### src/rtl/rf_pkg.sv
// Shared types and constants for the register file write path.
package rf_pkg;

   localparam int unsigned DW    = 32;
   localparam int unsigned AW    = 5;
   localparam int unsigned NREGS = 32;

   typedef logic [AW-1:0] reg_addr_t;
   typedef logic [DW-1:0] reg_data_t;

   localparam reg_addr_t REG_ZERO = '0;

   typedef enum logic [0:0] {
      ARB,
      FORCE
   } arb_state_t;

endpackage

### src/rtl/rf_scoreboard.sv
// Pending-destination scoreboard for the mul/div unit plus the decode hazard lookup.
// With RF_WB_FWD_EN defined, a source whose bit is being cleared by the current
// write is not reported, since decode picks the value off the forwarding path.
module rf_scoreboard
   import rf_pkg::*;
(
   input  logic          Clk,
   input  logic          rst,
   input  logic          set_en,
   input  logic [AW-1:0] set_rd,
   input  logic          clr_en,
   input  logic [AW-1:0] clr_rd,
   input  logic [AW-1:0] dec_rs,
   input  logic [AW-1:0] dec_rt,
   output logic          hazard
);

   logic [NREGS-1:0] sb_q, sb_d;
   logic [NREGS-1:0] set_vec, clr_vec, pend;

   // Next scoreboard: clear the accepted destination, then set the issued one (set wins).
   always_comb begin
      set_vec = '0;
      clr_vec = '0;
      if (set_en && (set_rd != REG_ZERO)) set_vec[set_rd] = 1'b1;
      if (clr_en) clr_vec[clr_rd] = 1'b1;
      sb_d    = (sb_q & ~clr_vec) | set_vec;
      sb_d[0] = 1'b0;
   end

   // Scoreboard register.
   always_ff @(posedge Clk or posedge rst) begin
      if (rst) sb_q <= '0;
      else     sb_q <= sb_d;
   end

   // Hazard lookup for both decode sources.
   always_comb begin
`ifdef RF_WB_FWD_EN
      pend = sb_q & ~clr_vec;
`else
      pend = sb_q;
`endif
      hazard = pend[dec_rs] | pend[dec_rt];
   end

endmodule

### src/rtl/rf_write_arbiter.sv
// Arbitrates the single register file write port between the WB stage (requester 0)
// and the mul/div unit (requester 1), forcing a mul/div grant after STARVE_LIMIT
// consecutive blocked cycles. Optional macro RF_WB_FWD_EN adds a forwarding tap.
module rf_write_arbiter
   import rf_pkg::*;
#(
   parameter int unsigned STARVE_LIMIT = 4,
   parameter int unsigned CNT_W        = 3
) (
   input  logic          Clk,
   input  logic          rst,
   input  logic          wb_valid,
   input  logic [AW-1:0] wb_rd,
   input  logic [DW-1:0] wb_data,
   input  logic          md_valid,
   input  logic [AW-1:0] md_rd,
   input  logic [DW-1:0] md_data,
   output logic          md_ready,
   input  logic          issue_valid,
   input  logic [AW-1:0] issue_rd,
   input  logic [AW-1:0] dec_rs,
   input  logic [AW-1:0] dec_rt,
   output logic          hazard,
   output logic          stall_pipe,
   output logic          rf_write,
   output logic [AW-1:0] rf_rd,
   output logic [DW-1:0] rf_data
`ifdef RF_WB_FWD_EN
   ,
   output logic          fwd_a_hit,
   output logic          fwd_b_hit,
   output logic [DW-1:0] fwd_data
`endif
);

   arb_state_t       state_q, state_d;
   logic [CNT_W-1:0] starve_q, starve_d;
   logic [CNT_W-1:0] cnt_inc;
   logic             grant_wb, grant_md;

   assign cnt_inc = starve_q + CNT_W'(1);

   // Arbitration, starvation counting and next-state. Grants are held off while
   // rst is high so an in-flight mul/div result is dropped rather than accepted.
   always_comb begin
      state_d    = state_q;
      starve_d   = starve_q;
      grant_wb   = 1'b0;
      grant_md   = 1'b0;
      stall_pipe = 1'b0;
      if (!rst) begin
         unique case (state_q)
            ARB: begin
               if (wb_valid) begin
                  grant_wb = 1'b1;
                  if (md_valid) begin
                     if (cnt_inc == CNT_W'(STARVE_LIMIT)) begin
                        state_d  = FORCE;
                        starve_d = '0;
                     end else begin
                        starve_d = cnt_inc;
                     end
                  end else begin
                     starve_d = '0;
                  end
               end else begin
                  grant_md = md_valid;
                  starve_d = '0;
               end
            end
            FORCE: begin
               stall_pipe = 1'b1;
               grant_md   = md_valid;
               starve_d   = '0;
               state_d    = ARB;
            end
            default: state_d = ARB;
         endcase
      end
   end

   // Write port mux; a grant to r0 is still a grant but never writes.
   always_comb begin
      md_ready = grant_md;
      rf_rd    = grant_md ? md_rd   : wb_rd;
      rf_data  = grant_md ? md_data : wb_data;
      rf_write = (grant_wb | grant_md) & (rf_rd != REG_ZERO);
   end

   // FSM state and starvation counter.
   always_ff @(posedge Clk or posedge rst) begin
      if (rst) begin
         state_q  <= ARB;
         starve_q <= '0;
      end else begin
         state_q  <= state_d;
         starve_q <= starve_d;
      end
   end

   rf_scoreboard u_scoreboard (
      .Clk    (Clk),
      .rst    (rst),
      .set_en (issue_valid),
      .set_rd (issue_rd),
      .clr_en (grant_md),
      .clr_rd (md_rd),
      .dec_rs (dec_rs),
      .dec_rt (dec_rt),
      .hazard (hazard)
   );

`ifdef RF_WB_FWD_EN
   // Forwarding of the value being written this cycle.
   always_comb begin
      fwd_a_hit = rf_write & (rf_rd == dec_rs);
      fwd_b_hit = rf_write & (rf_rd == dec_rt);
      fwd_data  = rf_data;
   end
`endif

endmodule

### config.mk
export PLATFORM = sky130hd
export DESIGN_NAME = rf_write_arbiter
export DESIGN_NICKNAME = d
export VERILOG_FILES = /design/src/rtl/rf_pkg.sv /design/src/rtl/rf_scoreboard.sv /design/src/rtl/rf_write_arbiter.sv
export SDC_FILE = /design/constraint.sdc
export NUM_CORES = 1
export LEC_CHECK = 0
export ABC_CLOCK_PERIOD_IN_PS = 2200
export CAP_MARGIN = 20
export CORE_MARGIN = 1
export CORE_UTILIZATION = 40
export DETAILED_ROUTE_END_ITERATION = 12
export HOLD_SLACK_MARGIN = 0.02
export PLACE_DENSITY = 0.82
export SLEW_MARGIN = 0
export SYNTH_ARGS = -nofsm -noshare
export SYNTH_HDL_FRONTEND = slang
export SYNTH_HIERARCHICAL = 1
export SYNTH_SLANG_ARGS = --single-unit
### constraint.sdc
create_clock -name Clk -period 2.2 [get_ports Clk]
set_input_delay 0.33 -clock Clk [delete_from_list [all_inputs] [get_ports Clk]]
set_output_delay 0.33 -clock Clk [all_outputs]
set_load 0.03 [all_outputs]
==> summary.txt, run 1 <==
clk_lat worst skew: 290 ps
CTS sink cnt: 35
Core Box Area: 0.00610 mm2
largest family of logic cells by synthesized area: multiplexers
Ports: 135
gr usage total: 30.4%
Antenna Nets Post-Route: 0
Initial Util: 42.4%
slew margin rel.: 70.1%
detailed-route vias per instance: 5.89
fin util: 76.0%
Yosys reg bits: 35
adder-cell share of the synthesized area: 1.45%
Overflow after GRT: 0
Post-synth EDFFs: 0
Tcrit/Tclk final: 106%
first-pass GRT wire length: 14900 um
max_cap viols: 0
Hold WC Path Type: in -> async
required time of the critical path: 1870 ps
post-layout worst setup margin: -138 ps
Hold Fails Final Rpt: 0
post-synthesis simple-gate area fraction: 11.8%
Least-Margin Pin Slew: 447 ps
critical-path cell list: mux4_1 > mux2i_1 > nor3b_1 > a311oi_2 > nand3_2 > buf_6
storage element area: 876 um2
Max Clk Rate: 428 MHz
DIE HEIGHT: 82.4 um
failing checks: negative setup slack
Mapped Cells: 238
Slew Limit Fails: 0
kind of critical path: reg -> out
mux share of post-synthesis cell area: 32.8%
post-synthesis xor/xnor area fraction: 0%
reg2reg setup slack: 80 ps
number of global-route vias before repair: 2841
area of the mapped netlist: 0.00259 mm2
root buf cell: clkbuf_8
# nets final: 519
n_diodes: 0
LEAKAGE: 1.97 nW
CP startpoint kind: flop
CTS tree: yes
Post-synth top flop: dfrtp_1
TritonRoute pass-1 iters: 6
htree depth: 2
Post-synth ARST share: 100%
IO buf count: 134
Max IR drop VDD: 503 uV
CTS Buf Count: 5
status: complete, but fails checks
Synth Area in Compound Gates: 16.1%
Yosys cell types: 35
Crit-path slowest cell: mux4_1
min Tclk post-route: 2340 ps
synth-to-layout area growth: 79.0%
final setup fails: 31
Max FO, Critical Path: 3
share of cells above drive strength 1: 39.5%
Reg clk slew, reported paths: 60 ps
sequential area share after synthesis: 33.8%
Clock Path Buffers: 2
Residual DRC: 0
Power Dens Cells: 541 mW/mm2
Worst setup EP type: output port
Fillers: 412
Die W: 82.4 um
Worst EP arrival: 2010 ps
RePlAce Congestion: 0.927
total power: 0.00251 W
area taken by multi-input logic gates: 0.00168 mm2
hold_buf cts: 0
antenna violations before repair: 0
Fin Clk Skew: 4.09 ps
RSZ-0062 raised after global routing: yes
via total after detailed routing: 2933
DRT iter0 DRCs: 256
final wirelength: 10200 um
Synth warnings: 6
CP peak stage delay: 540 ps
Post-Syn Nets: 335
largest net degree at the start of global routing: 32
row cnt: 28
wire per inst: 20.4 um
full die area: 0.00679 mm2
syn avg cell area: 10.9 um2
dpl hpwl: 7550 um
## cells in the final DEF (no fill, tap or decap), types with 9 or more instances in the layout
cell type,instances
buf_6,34
nand2_1,9
o21ai_0,59
buf_4,47
mux4_2,10
nand3b_1,12
mux2_2,26
mux2_4,14
dfrtp_1,35
clkdlybuf4s50_1,84
## stage by stage
stage          area (um2)  cells  worst slack, ps  hold WS, ps  setup TNS, ps
4_1_cts              4490    491             -108          502          -2010
6_report             4630    498             -138          250          -2300
3_5_place_dp         4170    478             -828          487         -16150
3_3_place_gp         4170    478             -807          464         -14370
5_1_grt              4630    498             -185          257          -3370
2_1_floorplan        2590    238             17.9          241              0
## where the power goes
group / switching (W) / total [W] / internal, W / leakage, nW
clock: 0.000227 / 0.000512 / 0.000285 / 0.0515
combinational: 0.000457 / 0.00108 / 0.000625 / 1.50
sequential: 0.000127 / 0.000911 / 0.000784 / 0.416
total: 0.000810 / 0.00251 / 0.00169 / 1.97
## layer usage
metal	wire, um	up-vias	track usage (%)
li1	-	1293	-
met5	0	-	0
met1	3780	1410	34.5
met4	240	0	10.9
met3	880	27	7.69
met2	5280	203	55.0
## registers in the layout, summed over array words and instances, names as in the netlist
register,count
u_scoreboard/pend,31
state_q,1
starve_q,3
## critical path: cells and delay by family (launching register included)
family,cells,cell delay (ps)
compound gates,1,230
flops,1,430
simple gates,2,190
buf+inv,1,150
mux,2,720
## area by class of cell
class,count,area share (%)
Tap cell,75,2.03
Inverter,7,0.648
Sequential cell,35,18.9
Multi-Input combinational cell,187,36.3
Timing Repair Buffer,186,39.9
Clock buffer,8,2.16
## worst paths after layout
check / start / to / cells past startpoint
worst max-delay path: u_scoreboard/pend[25] / hazard / 6
worst min-delay path: rst / state_q / 4
worst max register to register: state_q / u_scoreboard/pend[21] / 10
worst min register to register: starve_q[1] / starve_q[1] / 2
max in group asynchronous: rst / u_scoreboard/pend[11] / 4
min in group Clk: rst / starve_q[1] / 3
## repair_timing
action | CTS | global route
pin swaps | 7 | 6
gates cloned | 1 | 1
gates resized for setup | 93 | 28
endpoints found under the setup margin | 47 | 51
setup buffers | 4 | 6
## synthesized netlist by cell type, types with 2 or more instances
master,count,area (um2)
or4_1,2,15.0
inv_1,7,26.3
or3_1,2,12.5
mux2i_1,3,30.0
buf_2,2,10.0
ha_1,3,37.5
nor2b_1,3,18.8
dfrtp_1,35,876
mux2_4,8,120
buf_6,5,56.3
nand3b_1,12,90.1
nand3_1,7,35.0
mux4_2,8,180
or3b_2,4,35.0
nor2_1,6,22.5
mux2_2,32,360
a21oi_1,3,15.0
nor3b_1,2,15.0
nand2_1,9,33.8
mux4_1,6,158
o21ai_0,65,325
## logic make-up (layout without fill, tap and decap cells)
logic type	Yosys count	after routing
muxes	57	57
AOI/OAI and AO/OA	77	77
DFF	35	35
and+or+nand+nor	50	50
buffers and inverters	16	201
adders and majority gates	3	3
(Power assumes the default switching activity.)
==> run 2, diff against run 1 <==
--- a/config.mk
+++ b/config.mk
@@ -11,7 +11,7 @@
 export CORE_UTILIZATION = 40
 export DETAILED_ROUTE_END_ITERATION = 12
 export HOLD_SLACK_MARGIN = 0.02
-export PLACE_DENSITY = 0.82
+export PLACE_DENSITY = 0.81
 export SLEW_MARGIN = 0
 export SYNTH_ARGS = -nofsm -noshare
 export SYNTH_HDL_FRONTEND = slang
==> summary.txt, run 2 (synthesis results as in run 1) <==
status: complete, but fails checks (unchanged)
failing checks: negative setup slack (unchanged)
DRT iter0 DRCs: 350 (was 256)
Core Box Area: 0.00610 mm2 (unchanged)
n_diodes: 0 (unchanged)
RePlAce Congestion: 0.909 (was 0.927)
Placement Setup Slack: -857 ps (was -828 ps)
# nets final: 524 (was 519)
CP startpoint kind: flop (unchanged)
net switching power figure: 0.000816 W (was 0.000810 W)
Finished Layout Cells: 501 (was 498)
Residual DRC: 0 (unchanged)
Clk pwr share: 17.1% (was 20.4%)
post-layout worst setup margin: -130 ps (was -138 ps)
Reg clk slew, reported paths: 60 ps (about the same)
Fin Clk Skew: 4.38 ps (was 4.09 ps)
Hold WC Path Type: in -> async (unchanged)
Initial Util: 42.4% (unchanged)
sequential power share: 37.2% (was 36.4%)
Fillers: 408 (was 412)
FF-to-FF Start: state_q (unchanged)
Ports: 135 (unchanged)
IO buf count: 134 (unchanged)
most frequent cells in the layout: 83 x clkdlybuf4s50_1, 60 x o21ai_0, 55 x buf_4 (was 84 x clkdlybuf4s50_1, 59 x o21ai_0, 47 x buf_4)
clk_lat worst skew: 290 ps (about the same)
Least-Margin Pin Slew: 448 ps (was 447 ps)
TritonRoute pass-1 iters: 5 (was 6)
max reg flops: 31 (unchanged)
wire per inst: 22.1 um (was 20.4 um)
final setup fails: 19 (was 31)
first-pass GRT wire length: 16600 um (was 14900 um)
Antenna Nets Post-Route: 0 (unchanged)
Max Clk Rate: 429 MHz (was 428 MHz)
CTS sink cnt: 35 (unchanged)
DIE HEIGHT: 82.4 um (unchanged)
Overflow after GRT: 0 (unchanged)
Power Dens Cells: 531 mW/mm2 (was 541 mW/mm2)
Die W: 82.4 um (unchanged)
largest net degree at the start of global routing: 32 (unchanged)
min Tclk post-route: 2330 ps (was 2340 ps)
required time of the critical path: 1870 ps (about the same)
RSZ-0062 raised after global routing: yes (unchanged)
kind of critical path: reg -> out (unchanged)
detailed-route vias per instance: 6.03 (was 5.89)
Worst setup EP type: output port (unchanged)
synth-to-layout area growth: 78.2% (was 79.0%)
most common cell after layout, fill and taps aside: clkdlybuf4s50_1 (unchanged)
CTS tree: yes (unchanged)
Slew Limit Fails: 0 (unchanged)
final wirelength: 11100 um (was 10200 um)
Worst EP arrival: 2000 ps (was 2010 ps)
row cnt: 28 (unchanged)
Sum Neg Setup Slack: -782 ps (was -2300 ps)
antenna violations before repair: 0 (unchanged)
slew margin rel.: 70.0% (was 70.1%)
dpl hpwl: 7820 um (was 7550 um)
internal power: 0.00163 W (was 0.00169 W)
full die area: 0.00679 mm2 (unchanged)
DP Area: 0.00424 mm2 (was 0.00417 mm2)
via total after detailed routing: 3021 (was 2933)
Sw Share: 33.3% (was 32.3%)
share of cells above drive strength 1: 39.9% (was 39.5%)
number of global-route vias before repair: 3125 (was 2841)
Hold Fails Final Rpt: 0 (unchanged)
Max IR drop VDD: 348 uV (was 503 uV)
root buf cell: clkbuf_8 (unchanged)
worst setup path start: u_scoreboard/pend[30] (was u_scoreboard/pend[25])
combinational share of power: 45.7% (was 43.2%)
Max FO, Critical Path: 2 (was 3)
htree depth: 2 (unchanged)
placed cell count: 483 (was 478)
CTS Buf Count: 5 (unchanged)
Clock Path Buffers: 2 (unchanged)
fin area: 0.00461 mm2 (was 0.00463 mm2)
max_cap viols: 0 (unchanged)
Tcrit/Tclk final: 106% (about the same)
gr usage total: 34.6% (was 30.4%)
LEAKAGE: 1.96 nW (was 1.97 nW)
run 2: cell types whose count changed in the layout (fill, tap and decap cells not counted), moves of 2 or more:
cell,previous run,this run
buf_6,34,28
mux4_1,4,2
buf_12,4,7
clkbuf_8,7,5
mux4_2,10,12
buf_2,3,1
clkbuf_2,0,3
buf_4,47,55
run 2: what timing repair did:
action	CTS	global route
setup buffers	8	2
hold buffers	0	0
pin swaps	4	6
endpoints found under the setup margin	55	35
resized for setup	91	16
cloned	3	0
run 2: final cells by class:
cell class                      instances  area [um2]  share of cell area (%)
Inverter                                7        30.0                   0.651
Sequential cell                        35         876                    19.0
Clock buffer                            6        72.6                    1.57
Multi-Input combinational cell        188        1670                    36.2
Tap cell                               75        93.8                    2.03
Timing Repair Buffer                  190        1870                    40.6
run 2: worst max-delay path: stages (launching register included):
cell	delay [ps]
dfrtp_1	400
mux4_2	480
mux2_4	280
a311oi_2	270
nand3_1	120
buf_6	160
run 2: power groups by stage:
| stage | Clock (W) | Sequential [W] | Combinational (W) |
|---|---|---|---|
| 2_1_floorplan | 0 | 0.000853 | 0.000517 |
| 5_1_grt | 0.000453 | 0.000919 | 0.00118 |
| 6_report | 0.000419 | 0.000911 | 0.00112 |
| 3_3_place_gp | 0 | 0.000899 | 0.000950 |
| 4_1_cts | 0.000424 | 0.000899 | 0.00107 |
| 3_5_place_dp | 0 | 0.000907 | 0.000985 |
run 2: stage by stage:
| stage | hold WS (ps) | utilization, % | total power (W) |
|---|---|---|---|
| floorplan | 241 | - | 0.00137 |
| global placement | 464 | 69.6 | 0.00185 |
| detailed placement | 477 | 69.6 | 0.00189 |
| CTS | 403 | 75.8 | 0.00240 |
| global route | 454 | 75.7 | 0.00256 |
| finish | 444 | 75.7 | 0.00245 |
run 2: routing by layer:
layer	vias to the layer above	share of wire [%]	GRT usage (%)	wire, um
met5	-	0	0	0
met4	0	6.4	20.9	711
met3	57	9.7	8.24	1070
met2	237	50	61.2	5490
met1	1431	34	37.3	3810
li1	1296	-	-	-
run 2: final timing paths:
| path | to | slack [ps] | cells past startpoint |
|---|---|---|---|
| max | hazard | -130 | 5 |
| min | state_q | 440 | 4 |
| max reg2reg | u_scoreboard/pend[16] | 40 | 8 |
| min reg2reg | starve_q[1] | 490 | 2 |
| max in group asynchronous | u_scoreboard/pend[27] | 1390 | 4 |
| min in group Clk | starve_q[1] | 490 | 2 |
==> run 3, diff against run 2 <==
--- a/config.mk
+++ b/config.mk
@@ -5,13 +5,14 @@
 export SDC_FILE = /design/constraint.sdc
 export NUM_CORES = 1
 export LEC_CHECK = 0
+export ABC_AREA = 1
 export ABC_CLOCK_PERIOD_IN_PS = 2200
 export CAP_MARGIN = 20
 export CORE_MARGIN = 1
-export CORE_UTILIZATION = 40
+export CORE_UTILIZATION = 42
 export DETAILED_ROUTE_END_ITERATION = 12
 export HOLD_SLACK_MARGIN = 0.02
-export PLACE_DENSITY = 0.81
+export PLACE_DENSITY = 0.82
 export SLEW_MARGIN = 0
 export SYNTH_ARGS = -nofsm -noshare
 export SYNTH_HDL_FRONTEND = slang
==> summary.txt, run 3 <==
status: complete, no violations (was complete, but fails checks)
CTS tree: yes (unchanged)
number of global-route vias before repair: 3533 (was 3125)
reg2reg path depth: 7 (was 8)
Slew Limit Fails: 0 (unchanged)
Yosys cell types: 22 (was 35)
Antenna Nets Post-Route: 0 (unchanged)
Critical R2R Capture: u_scoreboard/pend[2] (was u_scoreboard/pend[16])
Fin Clk Skew: 8.18 ps (was 4.38 ps)
FF-to-FF Start: state_q (unchanged)
dpl hpwl: 7530 um (was 7820 um)
clk_lat worst skew: 290 ps (about the same)
final setup fails: 0 (was 19)
Crit-path slowest cell: clkdlybuf4s50_1 (was mux4_2)
CTS sink cnt: 35 (unchanged)
buffer and inverter count on the worst path: 3 (was 1)
Post-synth top flop: dfrtp_1 (unchanged)
hold slack: 485 ps (was 444 ps)
Fillers: 528 (was 408)
htree depth: 2 (unchanged)
n_diodes: 0 (unchanged)
Reg clk slew, reported paths: 70 ps (was 60 ps)
CTS Buf Count: 5 (unchanged)
sequential area share after synthesis: 31.3% (was 33.8%)
gr usage total: 28.1% (was 34.6%)
TritonRoute pass-1 iters: 5 (unchanged)
most common cell after layout, fill and taps aside: nand2_1 (was clkdlybuf4s50_1)
Max IR drop VDD: 310 uV (was 348 uV)
# nets final: 700 (was 524)
full die area: 0.00699 mm2 (was 0.00679 mm2)
hold_buf cts: 0 (unchanged)
total power: 0.00229 W (was 0.00245 W)
Post-synth ARST share: 100% (unchanged)
most frequent cells in the layout: 183 x nand2_1, 91 x clkdlybuf4s50_1, 78 x nand3_1 (was 83 x clkdlybuf4s50_1, 60 x o21ai_0, 55 x buf_4)
Worst EP arrival: 1750 ps (was 2000 ps)
detailed-route vias per instance: 5.32 (was 6.03)
kind of critical path: in -> out (was reg -> out)
max_cap viols: 0 (unchanged)
antenna violations before repair: 0 (unchanged)
Power Dens Cells: 531 mW/mm2 (about the same)
Max FO, Critical Path: 6 (was 2)
CP delay by family, top: buffers and inverters (was multiplexers)
Core Box Area: 0.00639 mm2 (was 0.00610 mm2)
area of the mapped netlist: 0.00280 mm2 (was 0.00259 mm2)
largest net degree at the start of global routing: 34 (was 32)
min Tclk post-route: 2080 ps (was 2330 ps)
storage element area: 876 um2 (unchanged)
RePlAce Congestion: 0.927 (was 0.909)
Hold WC Path Type: in -> async (unchanged)
RSZ-0062 raised after global routing: yes (unchanged)
LEAKAGE: 2.22 nW (was 1.96 nW)
critical-path cell list: clkdlybuf4s50_1 > buf_4 > nor2_1 > clkdlybuf4s50_1 (was mux4_2 > mux2_4 > a311oi_2 > nand3_1 > buf_6)
Overflow after GRT: 0 (unchanged)
Residual DRC: 0 (unchanged)
top cells by area, synth: dfrtp_1 31%, nand2_1 25%, nand3_1 14%, o21ai_0 12%, inv_1 7.8% (was dfrtp_1 34%, mux2_2 14%, o21ai_0 13%, mux4_2 7.0%, mux4_1 6.1%)
Clock Path Buffers: 2 (unchanged)
DRT iter0 DRCs: 261 (was 350)
final wirelength: 9750 um (was 11100 um)
Synth warnings: 6 (unchanged)
placed cell count: 666 (was 483)
via total after detailed routing: 3623 (was 3021)
max reg flops: 31 (unchanged)
Placement Setup Slack: 90.6 ps (was -857 ps)
Mapped Cells: 459 (was 238)
Synth top area share: 31.3% (was 33.8%)
CP peak stage delay: 680 ps (was 480 ps)
Post-Syn Nets: 556 (was 335)
Yosys reg bits: 35 (unchanged)
Ports: 135 (unchanged)
Initial Util: 43.8% (was 42.4%)
post-layout worst setup margin: 124 ps (was -130 ps)
Least-Margin Pin Slew: 393 ps (was 448 ps)
Hold Fails Final Rpt: 0 (unchanged)
crit-path most repeated cell: clkdlybuf4s50_1
Die W: 83.6 um (was 82.4 um)
Worst setup EP type: output port (unchanged)
required time of the critical path: 1870 ps (about the same)
Max Clk Rate: 482 MHz (was 429 MHz)
root buf cell: clkbuf_8 (unchanged)
share of cells above drive strength 1: 13.1% (was 39.9%)
post-synth top area cell: dfrtp_1 (unchanged)
IO buf count: 134 (unchanged)
Post-synth EDFFs: 0 (unchanged)
wire per inst: 14.3 um (was 22.1 um)
DIE HEIGHT: 83.6 um (was 82.4 um)
synth-to-layout area growth: 53.9% (was 78.2%)
row cnt: 29 (was 28)
most common cell in the netlist: nand2_1 (was o21ai_0)
reg2reg setup slack: 580 ps (was 40 ps)
syn avg cell area: 6.10 um2 (was 10.9 um2)
area taken by multi-input logic gates: 0.00155 mm2 (was 0.00167 mm2)
first-pass GRT wire length: 15700 um (was 16600 um)
Finished Layout Cells: 681 (was 501)
Post-synth top cells: 183 x nand2_1, 78 x nand3_1, 66 x o21ai_0, 58 x inv_1, 35 x dfrtp_1 (was 65 x o21ai_0, 35 x dfrtp_1, 32 x mux2_2, 12 x nand3b_1, 9 x nand2_1)
Tcrit/Tclk final: 94.4% (was 106%)
CP startpoint kind: input port (was flop)
slew margin rel.: 73.8% (was 70.0%)
==> run 3: timing repair <==
action	CTS	global route
endpoints found under the setup margin	0	2
gates resized for setup	0	5
endpoints found under the hold margin	0	0
setup buffers	0	5
==> run 3: power by group <==
group | switching (W) | total (W) | leakage (nW) | internal, W
registers | 0.000126 | 0.000910 | 0.416 | 0.000785
logic | 0.000511 | 0.000935 | 1.76 | 0.000424
clock network | 0.000224 | 0.000440 | 0.0477 | 0.000216
total | 0.000861 | 0.00229 | 2.22 | 0.00142
==> run 3: metrics by stage <==
step                util [%]  area (um2)  setup TNS [ps]
floorplan                  -        2800               0
global placement        64.6        4130               0
detailed placement      64.6        4130               0
CTS                     65.9        4210               0
global route            67.5        4310           -1.63
finish                  67.5        4310               0
==> run 3: worst min-delay path, cell delays in order <==
cell,delay [ps]
clkdlybuf4s50_1,460
buf_4,180
inv_1,170
==> run 3: layout make-up <==
class                   instances  area share, %
flip-flops and latches         35           20.3
multi-input cells             347           36.0
inverters                      62           5.63
repair buffers                152           33.8
well taps                      77           2.24
clock buffers                   5           1.60
clock inverters                 3          0.349
==> run 3: worst max-delay path by stage <==
stage                         start    endpoint  cells after the start  slack, ps
after floorplan             state_q    rf_write                      9        540
after global placement    dec_rs[0]      hazard                     12        110
after detailed placement  dec_rt[1]      hazard                     10         90
after CTS                 dec_rt[1]      hazard                     10         70
after global routing       md_valid    rf_write                     11         -2
final                           rst  stall_pipe                      4        120
==> run 3: logic make-up (layout without fill, tap and decap cells) <==
family	Yosys count	count (layout)	synth area share, %
AND/OR/NAND/NOR	274	274	41.4
buffers and inverters	77	222	13.2
AO/OA/AOI/OAI	70	70	12.8
flip-flops	35	35	31.3
adder cells (fa/ha/maj)	3	3	1.34
==> run 3: metal layers <==
metal	track usage (%)	up-vias	wire length, um
li1	-	1748	-
met1	31.2	1604	3600
met2	48.3	231	4750
met3	6.63	40	903
met4	17.3	0	496
met5	0	-	0
==> variant 1 (settings of run 1) <==
The option `RF_WB_FWD_EN` is turned on by a define.
--- a/src/rtl/rf_scoreboard.sv
+++ b/src/rtl/rf_scoreboard.sv
@@ -3,2 +3,4 @@
 // write is not reported, since decode picks the value off the forwarding path.
+`define RF_WB_FWD_EN
+
 module rf_scoreboard
Function (old outputs only; new: fwd_a_hit, fwd_b_hit and fwd_data): changed (a bounded check fails within 4 cycles, from zero or initial values and one cycle with rst high).
==> variant 1 against run 1 <==
- the run still ends with negative setup slack left
- sequential cell count unchanged
- maximum frequency decreased by 28%
- clock power increased by 23%
- synthesized area increased by 25%
- non-clock buffer count increased by 87
- worst hold slack improved by 0.0033 ns
- sequential power decreased by 6.5%
- cell area increased by 26%
- wire length increased by 52%
- power increased by 18%
- worst setup slack got worse by 0.92 ns
- sequential share of layout area decreased by 3.9 points
- largest cell class unchanged
- global-route usage increased by 4.8 points
- clock skew increased by 0.0010 ns
==> variant 1: results (changes against run 1) <==
final setup fails=70 (+130%); minimum setup slack among reg-to-reg paths=0.16 ns (+0.08 ns); Die ar.=8430 um^2 (+24%); first-pass GRT wire length=23000 um (+54%); number of port buffers=168 (+25%); area of the multi-input gates=2100 um^2 (+25%); actual slew at the worst max-slew pin=0.445 ns (-0.00223 ns); RePlAce Congestion=1.00 (+8.2%); pin count of the biggest net entering global routing=36 (+13%); setup TNS=-8.59 ns (-6.29 ns); pre-CTS setup slack=-1.38 ns (-0.548 ns); status=complete, but fails checks; Worst VDD drop=446 uV (-11%); final setup margin=-1.06 ns (-0.924 ns); violated checks=negative setup slack; GRT Resource Usage Total=0.353 (+0.0484); cells on worst reg2reg path=9 (-1); Signal buf overhead=0.430 (+0.0304); Critical Path Start=state_q; non-clock inverter count in the final layout=21 (+14); Starting DRT DRC Count=408 (+59%); detailed-route via count=4466 (+52%); clock share of power=0.213 (+0.009); filler instances=601 (+46%); Slew HR=0.703 (+0.00149); register area share after synthesis=0.272 (-0.0670); drt first pass iters=5 (-1); dpl cell area=5410 um^2 (+30%); data arrival time of the worst path=2.93 ns (+0.92 ns); final setup skew=0.00513 ns (+0.00105 ns)
variant 1: changes by cell type in the layout (fill, tap and decap cells not counted), moves of 8 or more:
cell      before  now
nand2_1        9  118
buf_4         47  154
mux2_2        26    0
buf_6         34   10
o211ai_1       1   17
mux2_4        14    0
inv_1          6   19
o21ai_0       59   46
mux4_2        10    1
nor2_1         6   14
variant 1: timing repair:
action / in CTS / in global routing
endpoints found under the setup margin: 74 / 74
setup buffers: 8 / 4
cloned: 1 / 2
gates resized for setup: 42 / 34
pin swaps: 7 / 9
variant 1: cells by family after synthesis:
group                      count (synthesis)  synth area share
AOI/OAI and AO/OA                        131             0.260
xor gates and xnor gates                   8            0.0217
adders and majority gates                  3            0.0116
buffers and inverters                     73             0.127
DFF                                       35             0.272
muxes                                      6            0.0225
and+or+nand+nor                          195             0.286
variant 1: routing by layer:
metal	vias up	track usage	share of wire
li1	2041	-	-
met1	2126	0.419	0.39
met2	259	0.618	0.48
met3	40	0.0755	0.088
met4	0	0.145	0.040
met5	-	0	0
==> variant 2 (settings of run 1) <==
Made on the original files. Reset style: synchronous (`rst`), changed in 2 clocked blocks.
--- a/src/rtl/rf_scoreboard.sv
+++ b/src/rtl/rf_scoreboard.sv
@@ -31,3 +31,3 @@
    // Scoreboard register.
-   always_ff @(posedge Clk or posedge rst) begin
+   always_ff @(posedge Clk) begin
       if (rst) sb_q <= '0;
--- a/src/rtl/rf_write_arbiter.sv
+++ b/src/rtl/rf_write_arbiter.sv
@@ -90,3 +90,3 @@
    // FSM state and starvation counter.
-   always_ff @(posedge Clk or posedge rst) begin
+   always_ff @(posedge Clk) begin
       if (rst) begin
Behaviour: differs if rst is asserted again (counterexample within 4 cycles, from zero or initial values and one cycle with rst high); with rst held inactive, the same outputs for 10 cycles.
==> variant 2 against run 1 <==
- power down 31%
- clock power shrank 8.6%
- worst setup slack improved by 0.19 ns
- wire length down 12%
- critical path depth fell by 1
- maximum frequency up 9.0%
- cell area decreased by 8.1%
- non-clock buffer count is 17 lower
- sequential cell count did not move
- clock skew shrank 0.00097 ns
- synthesized area is 2.4% lower
==> variant 2: results (changes against run 1) <==
status=complete, no violations; Avg WL per Cell=17.6 um (-14%); pre-CTS setup slack=-0.832 ns (-0.00367 ns); Pleak=1.71 nW (-13%); Async SR Flop Fraction=0 (-1.00); Net Sw Frac=0.293 (-0.0300); CP max stage delay=0.47 ns (-0.07 ns); syn nets=368 (+9.9%); minimum setup slack among reg-to-reg paths=0.33 ns (+0.25 ns); ys flop type=dfxtp_1; reg2reg end=u_scoreboard/pend[19]; Hold Slack=0.482 ns (+0.233 ns); P_clk=468 uW (-8.6%); filler instances=441 (+7.0%); data arrival time of the worst path=1.81 ns (-0.20 ns); Worst VDD drop=215 uV (-57%); worst r2r src=state_q; pin count of the biggest net entering global routing=36 (+13%); drt via density=5.66 (-3.8%); met1 WL=3260 um (-14%); DP Wirelength=7180 um (-4.8%); final setup skew=0.00311 ns (-0.000973 ns); RePlAce Congestion=0.862 (-7.0%); Die ar.=6640 um^2 (-2.3%); GRT Resource Usage Total=0.268 (-0.0367); wire length on met3=801 um (-9.0%); share of post-route cells with drive strength above 1=0.330 (-0.0645); cells on worst reg2reg path=9 (-1); final setup fails=0 (-100%); Min-Delay Path Class=flip-flop to flip-flop; CP max-delay cell=mux4_2; Combinational Power=610 uW (-44%); M2 GR Usage=0.498 (-0.0513); Synth cell types=33 (-5.7%); nets=529 (+1.9%); top post-synthesis cells by count=39 x nand2_1, 36 x a21oi_1, 35 x dfxtp_1; drt first pass iters=5 (-1); met3 Use GR=0.0767 (-0.000256); register area share after synthesis=0.277 (-0.0611); synth top area cells=dfxtp_1 28%, mux2_2 14%, mux4_2 8.0%, a21oi_1 7.1%, o21ai_0 6.1%
[variant 2: worst max path at each step]
| stage | startpoint | end | slack (ns) | cells past startpoint |
|---|---|---|---|---|
| after floorplan | dec_rt[1] | hazard | 0.15 | 6 |
| after global placement | dec_rt[0] | hazard | -0.81 | 6 |
| after detailed placement | dec_rt[0] | hazard | -0.83 | 6 |
| after CTS | dec_rt[2] | hazard | -0.04 | 8 |
| after global routing | u_scoreboard/pend[15] | hazard | -0.02 | 6 |
| final | u_scoreboard/pend[31] | hazard | 0.06 | 5 |
[variant 2: per-stage QoR]
stage	power, mW	std cells	util	area, um^2
6_report	1.73	508	0.710	4260
5_1_grt	1.80	508	0.710	4260
4_1_cts	1.73	508	0.711	4260
3_5_place_dp	1.29	498	0.688	4120
3_3_place_gp	1.28	498	0.688	4120
2_1_floorplan	0.941	272	-	2530
[variant 2: area by class of cell]
cell class | instances | share of cell area
flip-flops and latches | 35 | 0.166
inverters | 3 | 0.00265
clock buffers | 6 | 0.0194
multi-input cells | 219 | 0.409
well taps | 75 | 0.0221
clock inverters | 1 | 0.00118
repair buffers | 169 | 0.380
[variant 2: kinds of logic (layout without fill, tap and decap cells)]
kind of cell | after synthesis | after routing | synth area share
AND/OR/NAND/NOR | 83 | 83 | 0.182
AO/OA/AOI/OAI | 75 | 75 | 0.157
multiplexers | 58 | 58 | 0.332
flip-flops | 35 | 35 | 0.277
buffers and inverters | 18 | 179 | 0.0381
adder cells (fa/ha/maj) | 2 | 2 | 0.00990
XOR/XNOR | 1 | 1 | 0.00347
[variant 2: what timing repair did]
action,4_1_cts,5_1_grt
pin swaps,1,2
buffers inserted,3,0
gates resized for setup,107,19
setup endpoints to repair,35,6
gates cloned,0,0
